==> config.mk <==
export PLATFORM = sky130hd
export DESIGN_NAME = cb_dinb_router_flat
export DESIGN_NICKNAME = d
export VERILOG_FILES = /design/src/rtl/cb_dinb_router_if.sv /design/src/rtl/cb_dinb_router.sv /design/src/flat_wrapper.sv
export SDC_FILE = /design/constraint.sdc
export NUM_CORES = 1
export LEC_CHECK = 0
export BUFFER_PORTS_ARGS = -buffer_cell sky130_fd_sc_hd__buf_2
export CORE_MARGIN = 4
export CORE_UTILIZATION = 30
export CTS_CLUSTER_SIZE = 8
export DETAILED_ROUTE_END_ITERATION = 6
export SLEW_MARGIN = 40
export SYNTH_ARGS = -nofsm -noshare
export SYNTH_HDL_FRONTEND = slang
export SYNTH_SLANG_ARGS = --single-unit
==> constraint.sdc <==
create_clock -name clk -period 3.72 [get_ports clk]
set_clock_uncertainty 0.1 [all_clocks]
set_input_delay 0.93 -clock clk [delete_from_list [all_inputs] [get_ports clk]]
set_output_delay 0.93 -clock clk [all_outputs]
set_load 0.02 [all_outputs]
==> src/rtl/cb_dinb_router_if.sv <==
// Handshake bundle for the CB port-B lane router: input beat stream and mapped output stream.
interface cb_dinb_router_if #(
  parameter int unsigned X      = 4,
  parameter int unsigned L      = 4,
  parameter int unsigned RSA_DW = 16,
  parameter int unsigned OFS_W  = (L > 1) ? $clog2(L) : 1
);
  logic                  in_valid;
  logic                  in_ready;
  logic [2:0]            in_mode;
  logic [OFS_W-1:0]      in_offset;
  logic [X*RSA_DW-1:0]   in_data;
  logic                  out_valid;
  logic                  out_ready;
  logic [L*RSA_DW-1:0]   out_data;
  logic [L-1:0]          out_wen;

  modport slave (
    input  in_valid, in_mode, in_offset, in_data, out_ready,
    output in_ready, out_valid, out_data, out_wen
  );

  modport master (
    output in_valid, in_mode, in_offset, in_data, out_ready,
    input  in_ready, out_valid, out_data, out_wen
  );
endinterface

==> src/rtl/cb_dinb_router.sv <==
// Maps X-lane array beats onto L CB lanes (pass/rev/rot/landmark insert/pack) with per-lane
// write enables, buffered in a 2-entry output FIFO.
module cb_dinb_router #(
  parameter int unsigned X      = 4,
  parameter int unsigned L      = 4,
  parameter int unsigned RSA_DW = 16,
  parameter int unsigned LM     = 2,
  parameter int unsigned OFS_W  = (L > 1) ? $clog2(L) : 1
) (
  input  logic            clk,
  input  logic            sys_rst_n,
  cb_dinb_router_if.slave bus,
  output logic            err,
  input  logic            err_clr
);
  localparam int unsigned DW = L * RSA_DW;
  localparam int unsigned HW = LM * RSA_DW;

  localparam logic [2:0] ModePass = 3'd0;
  localparam logic [2:0] ModeRev  = 3'd1;
  localparam logic [2:0] ModeRot  = 3'd2;
  localparam logic [2:0] ModeNew  = 3'd3;
  localparam logic [2:0] ModePack = 3'd4;

  typedef enum logic [0:0] {PEmpty, PHalf} pack_e;

  pack_e           pstate_q, pstate_d;
  logic [HW-1:0]   hold_q, hold_d;
  logic            err_q, err_d, err_set;
  logic [1:0]      cnt_q, cnt_d;
  logic [DW-1:0]   head_data_q, head_data_d, tail_data_q, tail_data_d;
  logic [L-1:0]    head_wen_q, head_wen_d, tail_wen_q, tail_wen_d;
  logic [DW-1:0]   map_data;
  logic [L-1:0]    map_wen;
  logic            accept, emit, pop, bad_mode, bad_ofs;

  assign bus.in_ready  = sys_rst_n & (cnt_q != 2'd2);
  assign bus.out_valid = (cnt_q != 2'd0);
  assign bus.out_data  = head_data_q;
  assign bus.out_wen   = head_wen_q;
  assign err           = err_q;

  assign accept   = bus.in_valid & bus.in_ready;
  assign pop      = bus.out_valid & bus.out_ready;
  assign bad_mode = (bus.in_mode > ModePack);
  assign bad_ofs  = ((bus.in_mode == ModeRot) || (bus.in_mode == ModeNew)) &&
                    (int'(bus.in_offset) >= int'(L));

  // Lane mapping and PACK state machine
  always_comb begin
    map_data = '0;
    map_wen  = '0;
    emit     = 1'b0;
    err_set  = 1'b0;
    pstate_d = pstate_q;
    hold_d   = hold_q;
    if (accept) begin
      if (bad_mode || bad_ofs) begin
        // Illegal beats are swallowed; a pending half-pack survives them.
        err_set = 1'b1;
      end else if (bus.in_mode == ModePack) begin
        if (pstate_q == PEmpty) begin
          hold_d   = bus.in_data[HW-1:0];
          pstate_d = PHalf;
        end else begin
          emit                  = 1'b1;
          map_data[HW-1:0]      = hold_q;
          map_data[2*HW-1:HW]   = bus.in_data[HW-1:0];
          map_wen[2*LM-1:0]     = '1;
          pstate_d              = PEmpty;
          hold_d                = '0;
        end
      end else begin
        emit = 1'b1;
        if (pstate_q == PHalf) begin
          err_set  = 1'b1;
          pstate_d = PEmpty;
          hold_d   = '0;
        end
        case (bus.in_mode)
          ModePass: begin
            for (int i = 0; i < int'(X); i++) begin
              map_data[i*RSA_DW +: RSA_DW] = bus.in_data[i*RSA_DW +: RSA_DW];
              map_wen[i]                   = 1'b1;
            end
          end
          ModeRev: begin
            for (int i = 0; i < int'(L); i++) begin
              if (int'(L) - 1 - i < int'(X)) begin
                map_data[i*RSA_DW +: RSA_DW] = bus.in_data[(int'(L)-1-i)*RSA_DW +: RSA_DW];
                map_wen[i]                   = 1'b1;
              end
            end
          end
          ModeRot: begin
            for (int i = 0; i < int'(X); i++) begin
              int dst;
              dst = (i + int'(bus.in_offset)) % int'(L);
              map_data[dst*RSA_DW +: RSA_DW] = bus.in_data[i*RSA_DW +: RSA_DW];
              map_wen[dst]                   = 1'b1;
            end
          end
          default: begin // ModeNew
            for (int j = 0; j < int'(LM); j++) begin
              int dst;
              dst = (j + int'(bus.in_offset)) % int'(L);
              map_data[dst*RSA_DW +: RSA_DW] = bus.in_data[j*RSA_DW +: RSA_DW];
              map_wen[dst]                   = 1'b1;
            end
          end
        endcase
      end
    end
  end

  always_comb begin
    err_d = err_q;
    if (err_clr) err_d = 1'b0;
    if (err_set) err_d = 1'b1;
  end

  // Output FIFO: empty slots are kept zero so the head drives zeros when out_valid is low.
  always_comb begin
    cnt_d       = cnt_q;
    head_data_d = head_data_q;
    head_wen_d  = head_wen_q;
    tail_data_d = tail_data_q;
    tail_wen_d  = tail_wen_q;
    unique case ({emit, pop})
      2'b10: begin
        cnt_d = cnt_q + 2'd1;
        if (cnt_q == 2'd0) begin
          head_data_d = map_data;
          head_wen_d  = map_wen;
        end else begin
          tail_data_d = map_data;
          tail_wen_d  = map_wen;
        end
      end
      2'b01: begin
        cnt_d       = cnt_q - 2'd1;
        head_data_d = tail_data_q;
        head_wen_d  = tail_wen_q;
        tail_data_d = '0;
        tail_wen_d  = '0;
      end
      2'b11: begin
        if (cnt_q == 2'd1) begin
          head_data_d = map_data;
          head_wen_d  = map_wen;
        end else begin
          head_data_d = tail_data_q;
          head_wen_d  = tail_wen_q;
          tail_data_d = map_data;
          tail_wen_d  = map_wen;
        end
      end
      default: ;
    endcase
  end

  always_ff @(posedge clk or negedge sys_rst_n) begin
    if (!sys_rst_n) begin
      pstate_q    <= PEmpty;
      hold_q      <= '0;
      err_q       <= 1'b0;
      cnt_q       <= 2'd0;
      head_data_q <= '0;
      head_wen_q  <= '0;
      tail_data_q <= '0;
      tail_wen_q  <= '0;
    end else begin
      pstate_q    <= pstate_d;
      hold_q      <= hold_d;
      err_q       <= err_d;
      cnt_q       <= cnt_d;
      head_data_q <= head_data_d;
      head_wen_q  <= head_wen_d;
      tail_data_q <= tail_data_d;
      tail_wen_q  <= tail_wen_d;
    end
  end
endmodule

==> src/flat_wrapper.sv <==
// flat-port wrapper written by rule: the top's interface ports become plain ports
module cb_dinb_router_flat 
#(
  parameter int unsigned X      = 4,
  parameter int unsigned L      = 4,
  parameter int unsigned RSA_DW = 16,
  parameter int unsigned LM     = 2,
  parameter int unsigned OFS_W  = (L > 1) ? $clog2(L) : 1
)
  (clk, sys_rst_n, err, err_clr, bus_in_valid, bus_in_mode, bus_in_offset, bus_in_data, bus_out_ready, bus_in_ready, bus_out_valid, bus_out_data, bus_out_wen);
  cb_dinb_router_if #(.X(X), .L(L), .RSA_DW(RSA_DW), .OFS_W(OFS_W)) bus_i ();
  input  logic clk;
  input  logic sys_rst_n;
  output logic err;
  input  logic err_clr;
  input wire logic [$bits(bus_i.in_valid)-1:0] bus_in_valid;
  input wire logic [$bits(bus_i.in_mode)-1:0] bus_in_mode;
  input wire logic [$bits(bus_i.in_offset)-1:0] bus_in_offset;
  input wire logic [$bits(bus_i.in_data)-1:0] bus_in_data;
  input wire logic [$bits(bus_i.out_ready)-1:0] bus_out_ready;
  output wire logic [$bits(bus_i.in_ready)-1:0] bus_in_ready;
  output wire logic [$bits(bus_i.out_valid)-1:0] bus_out_valid;
  output wire logic [$bits(bus_i.out_data)-1:0] bus_out_data;
  output wire logic [$bits(bus_i.out_wen)-1:0] bus_out_wen;
  assign bus_i.in_valid = bus_in_valid;
  assign bus_i.in_mode = bus_in_mode;
  assign bus_i.in_offset = bus_in_offset;
  assign bus_i.in_data = bus_in_data;
  assign bus_i.out_ready = bus_out_ready;
  assign bus_in_ready = bus_i.in_ready;
  assign bus_out_valid = bus_i.out_valid;
  assign bus_out_data = bus_i.out_data;
  assign bus_out_wen = bus_i.out_wen;
  cb_dinb_router #(.X(X), .L(L), .RSA_DW(RSA_DW), .LM(LM), .OFS_W(OFS_W)) u_core (.clk(clk), .sys_rst_n(sys_rst_n), .bus(bus_i), .err(err), .err_clr(err_clr));
endmodule
==> flow_summary.ini, run 1 <==
[worst_setup_path]
required_ns = 4.02
cpPeakStageDelay_ns = 0.55
cp-end-kind = flip-flop
critPathKind = reg2reg
crit_path_max_fanout = 28
cp_cell_sequence = inv_1, ha_1, and3b_1, o21ai_1, inv_1, ha_1, a21oi_1, nor2_4, buf_4, a22o_1, a31o_1
critPathArrivalTime_ns = 3.49
start_kind = flip-flop
r2r_slack_ns = 0.53
cp_slowest_cell = nor2_4

[placement]
port_buffers = 144
placed_cells = 2075
pre_cts_slack_ns = 0.233
dp_hpwl_mm = 39.2
routabilityCongestion = 0.958

[logic_synthesis]
ys_types = 74
synthAdderAreaFrac = 0.0151
syn_area_per_cell_um2 = 8.31
muxShareOfSynthArea = 0.000905
synth_top_family_by_area = compound AO/OA/AOI/OAI gates
synth_ff_type = dfrtp_1
synth-seq-cells = 172
yosys.area_share.simple = 0.170
synth_compound_area_frac = 0.400
synth-xor-area-share = 0.00141
synth-edff-count = 0
syn_area_mm2 = 0.0124
yosysWarnings = 0
synth_cells = 1497
syn-num-nets = 1586
postSynth.asyncResetShare = 1.00
yosysSeqAreaShare = 0.346

[clock_network]
root_buffer = clkbuf_16
cts_inserted_buffers = 17
postCtsHoldBufs = 0
post_cts_resized = 0
insertion_delay_ns = 0.46
cts.path.max_buffers = 2
post-cts-setup-buffer-count = 0
tritoncts = built
cts.reportedPaths.clkPinSlew_ns = 0.08
htree_levels = 4
cts_sinks = 172

[floorplan]
core-area_mm2 = 0.0409
die_y_um = 212
initial_core_util = 0.304
ioPinCount = 145
rows = 74
die_area_mm2 = 0.0448
fp.dieW_um = 212

[global_route]
antenna_found_initial = 1
grt_pass1_vias = 13100
grt_pass1_wl_mm = 85.7
grt_busiest_layer = met2
grt_use_met1 = 0.330
gr-usage-met2 = 0.379
grt_max_degree = 91
grt_use_met3 = 0.0636
overflow = 0
track_usage = 0.249

[timing]
relSlewSlack = 0.516
grt_setup_unrepaired = no
setup_tns_ns = 0
setup_viol = 0
fmax_ghz = 0.313
slew_viol_final = 0
finalCritPeriodShare = 0.858
hold_viol_final = 0
period_needed_ns = 3.19
fin_ws_ns = 0.529
worst_pin_slew_ns = 0.726

[drt]
vias = 13600
drc = 0
viasPerCell = 6.47
drt-initial-drc-count = 1534
wl_mm = 57.4
routedWlPerCell_um = 27.2
ant_nets = 0
dr.pass1.iters = 6

[power]
ir_drop_mv = 0.320
p_leak_nw = 5.67
power_density_mw_per_mm2 = 434

[worst_hold_path]
hold_class = reg2reg

[finish]
instances_no_fill = 2108
layout_common_cells = nand2_1 (192), dfrtp_1 (172), buf_2 (143)
drive_gt1_frac = 0.192
nets = 1651
mostFrequentLayoutCell = nand2_1
area_growth_pct = 15.8

[outcome]
outcome = completed

[flow_run]
cap_violations = 0
path summary, 6_finish.rpt:
check,start,end,depth (start not counted)
worst min-delay path,u_core.tail_data_q[46],u_core.tail_data_q[46],2
worst min register to register,u_core.tail_data_q[46],u_core.tail_data_q[46],2
worst max register to register,u_core.cnt_q[0],u_core.bus.out_data[56],11
min in group asynchronous,sys_rst_n,u_core.tail_data_q[18],2
max in group asynchronous,sys_rst_n,u_core.hold_q[6],3
worst max-delay path,u_core.cnt_q[0],u_core.bus.out_data[56],11
logic make-up after synthesis:
kind of cell    count (synthesis)
compound gates                706
simple gates                  408
buf+inv                       193
flops                         172
fa+ha+maj                      15
xor+xnor                        2
mux                             1
registers in the layout (all words and copies together) (netlist names):
signal / flops
u_core.bus.out_wen: 4
u_core.tail_wen_q: 4
u_core.tail_data_q: 64
u_core.err: 1
u_core.bus.out_data: 64
u_core.cnt_q: 2
u_core.hold_q: 32
u_core.pstate_q: 1
cells in the mapped netlist, drive strengths merged (12+ instances only):
cell | n | area share
a22o | 34 | 0.024
nand2 | 193 | 0.058
a21oi | 112 | 0.046
nor2b | 50 | 0.025
o2111ai | 12 | 0.0084
a21boi | 24 | 0.015
ha | 15 | 0.015
nand3 | 46 | 0.018
o21a | 28 | 0.017
o22ai | 17 | 0.0085
o21ai | 146 | 0.059
buf | 61 | 0.026
clkbuf | 121 | 0.037
dfrtp | 172 | 0.35
nand4 | 14 | 0.0070
a32oi | 41 | 0.029
a22oi | 59 | 0.036
a221o | 43 | 0.035
o32a | 12 | 0.0097
o221ai | 17 | 0.012
a211oi | 19 | 0.012
nor2 | 39 | 0.013
o2bb2ai | 12 | 0.0084
o211ai | 69 | 0.042
routing by layer:
metal	share of wire	wire length (um)	vias up
li1	-	-	5898
met1	0.40	23000	6687
met2	0.44	25500	883
met3	0.10	6030	165
met4	0.048	2770	2
met5	0.0012	69	-
stage by stage:
step | hold slack [ns] | total power, mW | util | area, um2
detailed placement | 0.371 | 4.44 | 0.338 | 13800
CTS | 0.386 | 6.27 | 0.352 | 14400
finish | 0.382 | 6.25 | 0.352 | 14400
floorplan | 0.346 | 3.55 | - | 12400
global route | 0.398 | 6.54 | 0.352 | 14400
global placement | 0.362 | 4.42 | 0.338 | 13800
report_power, final:
part           leakage (nW)  switching, mW  internal [mW]  total [mW]
clock                 0.273          0.857          0.955        1.81
combinational          3.04           1.50          0.652        2.15
sequential             2.36          0.168           2.12        2.28
worst max-delay path: cells and delay by family, from the launching register on:
family	cells	cell delay (ns)
fa+ha+maj	2	0.47
buf+inv	3	0.70
flops	1	0.39
simple gates	2	0.89
compound gates	4	0.57
layout make-up:
class / count / area (um2)
Inverter: 11 / 41.3
Clock buffer: 19 / 443
Timing Repair Buffer: 228 / 1440
Fill cell: 4267 / 26500
Multi-Input combinational cell: 1132 / 7380
Sequential cell: 172 / 4300
Antenna cell: 1 / 2.50
Tap cell: 532 / 666
Clock inverter: 13 / 130
Note: power is estimated with default switching activity, not from simulation.
==> run 2, diff against run 1 <==
==> constraint.sdc (replaced) <==
create_clock -name clk -period 3.2 [get_ports clk]
set_clock_uncertainty 0.1 [all_clocks]
set_input_delay 0.8 -clock clk [delete_from_list [all_inputs] [get_ports clk]]
set_output_delay 0.8 -clock clk [all_outputs]
set_load 0.02 [all_outputs]
==> run 2 against run 1 <==
  * Via count rose by 0.18%
  * Count of clock-buffer cells in the layout fell by 1
  * Non-clock buffer count rose by 33
  * Largest power group unchanged
  * Critical path depth fell by 2
  * Global-route usage fell by 0.66 points
  * Sequential power rose by 15%
==> flow_summary.ini, run 2 (synthesis results as in run 1) <==
[outcome]
outcome = completed

[timing]
period_needed_ns = 2.89
setup_tns_ns = 0
slew_viol_final = 0
hold_viol_final = 0
setup_viol = 0
fmax_ghz = 0.346
grt_setup_unrepaired = no
relSlewSlack = 0.468
finalCritPeriodShare = 0.903
worst_pin_slew_ns = 0.797
fin_ws_ns = 0.309

[clock_network]
root_buffer = clkbuf_16
post-cts-setup-buffer-count = 0
post_cts_resized = 0
cts_sinks = 172
postCtsHoldBufs = 0
tritoncts = built
cts_inserted_buffers = 17
cts.path.max_buffers = 2
htree_levels = 4
cts.reportedPaths.clkPinSlew_ns = 0.08
insertion_delay_ns = 0.45

[finish]
nets = 1684
fillers = 4210
fin_area_mm2 = 0.0149
drive_gt1_frac = 0.209
area_growth_pct = 19.6
mostFrequentLayoutCell = nand2_1
layout_common_cells = nand2_1 (192), dfrtp_1 (172), buf_2 (143)

[worst_setup_path]
crit_end = u_core.bus.out_data[39]
crit_path_max_fanout = 8
required_ns = 3.47
cp-startpoint = bus_in_offset[0]
critPathKind = in2reg
worstReg2RegEnd = u_core.tail_data_q[40]
r2r-start = u_core.cnt_q[0]
r2r_cells = 13
start_kind = primary input
cp-end-kind = flip-flop
critPathArrivalTime_ns = 3.16
r2r_slack_ns = 0.38

[power]
switching_share = 0.395
power.share.clock = 0.301
ir_drop_mv = 0.386
pwr-share-comb = 0.347
seqPwrFrac = 0.353
p_int_mw = 4.51
finalPower_mw = 7.45
p_leak_nw = 5.93
power_density_mw_per_mm2 = 501
switching_power_mw = 2.95

[floorplan]
rows = 74
fp.dieW_um = 212
ioPinCount = 145
initial_core_util = 0.304
core-area_mm2 = 0.0409
die_area_mm2 = 0.0448
die_y_um = 212

[flow_run]
cap_violations = 0

[drt]
vias = 13700
wl_mm = 56.1
dr.pass1.iters = 6
drc = 0
viasPerCell = 6.37
routedWlPerCell_um = 26.2
drt-initial-drc-count = 2007
ant_nets = 0

[global_route]
grt_use_met3 = 0.0609
grt_use_met1 = 0.324
grt_pass1_vias = 13000
antenna_found_initial = 5
grt_max_degree = 113
grt_busiest_layer = met2
grt_pass1_wl_mm = 83.7
gr-usage-met2 = 0.370
overflow = 0
track_usage = 0.243

[placement]
dp_hpwl_mm = 39.4
pre_cts_slack_ns = -0.0702
placed_cell_area_mm2 = 0.0143
routabilityCongestion = 0.938
port_buffers = 144

[worst_hold_path]
hold_class = in2async
[run 2: worst min path at each step]
stage	endpoint	slack, ns	cells after the start
after floorplan	u_core.tail_wen_q[2]	0.35	2
after global placement	u_core.tail_data_q[13]	0.36	2
after detailed placement	u_core.tail_data_q[46]	0.37	2
after CTS	u_core.tail_data_q[43]	0.39	2
after global routing	u_core.tail_data_q[48]	0.41	2
final	u_core.tail_data_q[48]	0.37	2
[run 2: area by class of cell]
type,count,area (um2),share of cell area
Inverter,11,41.3,0.00277
Clock buffer,18,439,0.0295
Antenna cell,4,10.0,0.000672
Timing Repair Buffer,261,1870,0.126
Tap cell,532,666,0.0447
Multi-Input combinational cell,1132,7380,0.495
Sequential cell,172,4300,0.289
Clock inverter,14,183,0.0123
[run 2: power groups by stage]
stage          clock (mW)  combinational [mW]  sequential (mW)
4_1_cts              2.28                2.56             2.63
5_1_grt              2.36                2.76             2.66
2_1_floorplan           0                1.30             2.83
3_5_place_dp            0                2.55             2.67
6_report             2.24                2.59             2.63
3_3_place_gp            0                2.51             2.66
[run 2: per-stage QoR]
stage	utilization	cells	hold slack, ns
floorplan	-	1497	0.346
global placement	0.348	2107	0.360
detailed placement	0.348	2108	0.372
CTS	0.363	2140	0.387
global route	0.364	2143	0.407
finish	0.364	2144	0.374
[run 2: worst max-delay path, stage by stage]
cell	delay [ns]
buf_2	0.13
inv_1	0.14
ha_1	0.46
buf_4	0.20
nor4b_1	0.33
and3b_1	0.48
a22o_1	0.19
o211ai_1	0.19
o211ai_1	0.23
[run 2: layer usage]
layer | share of wire | wire length [um] | up-vias
met5 | 0.00016 | 9 | -
met4 | 0.046 | 2590 | 2
met3 | 0.11 | 5960 | 158
met2 | 0.45 | 25100 | 873
met1 | 0.40 | 22400 | 6655
li1 | - | - | 5972
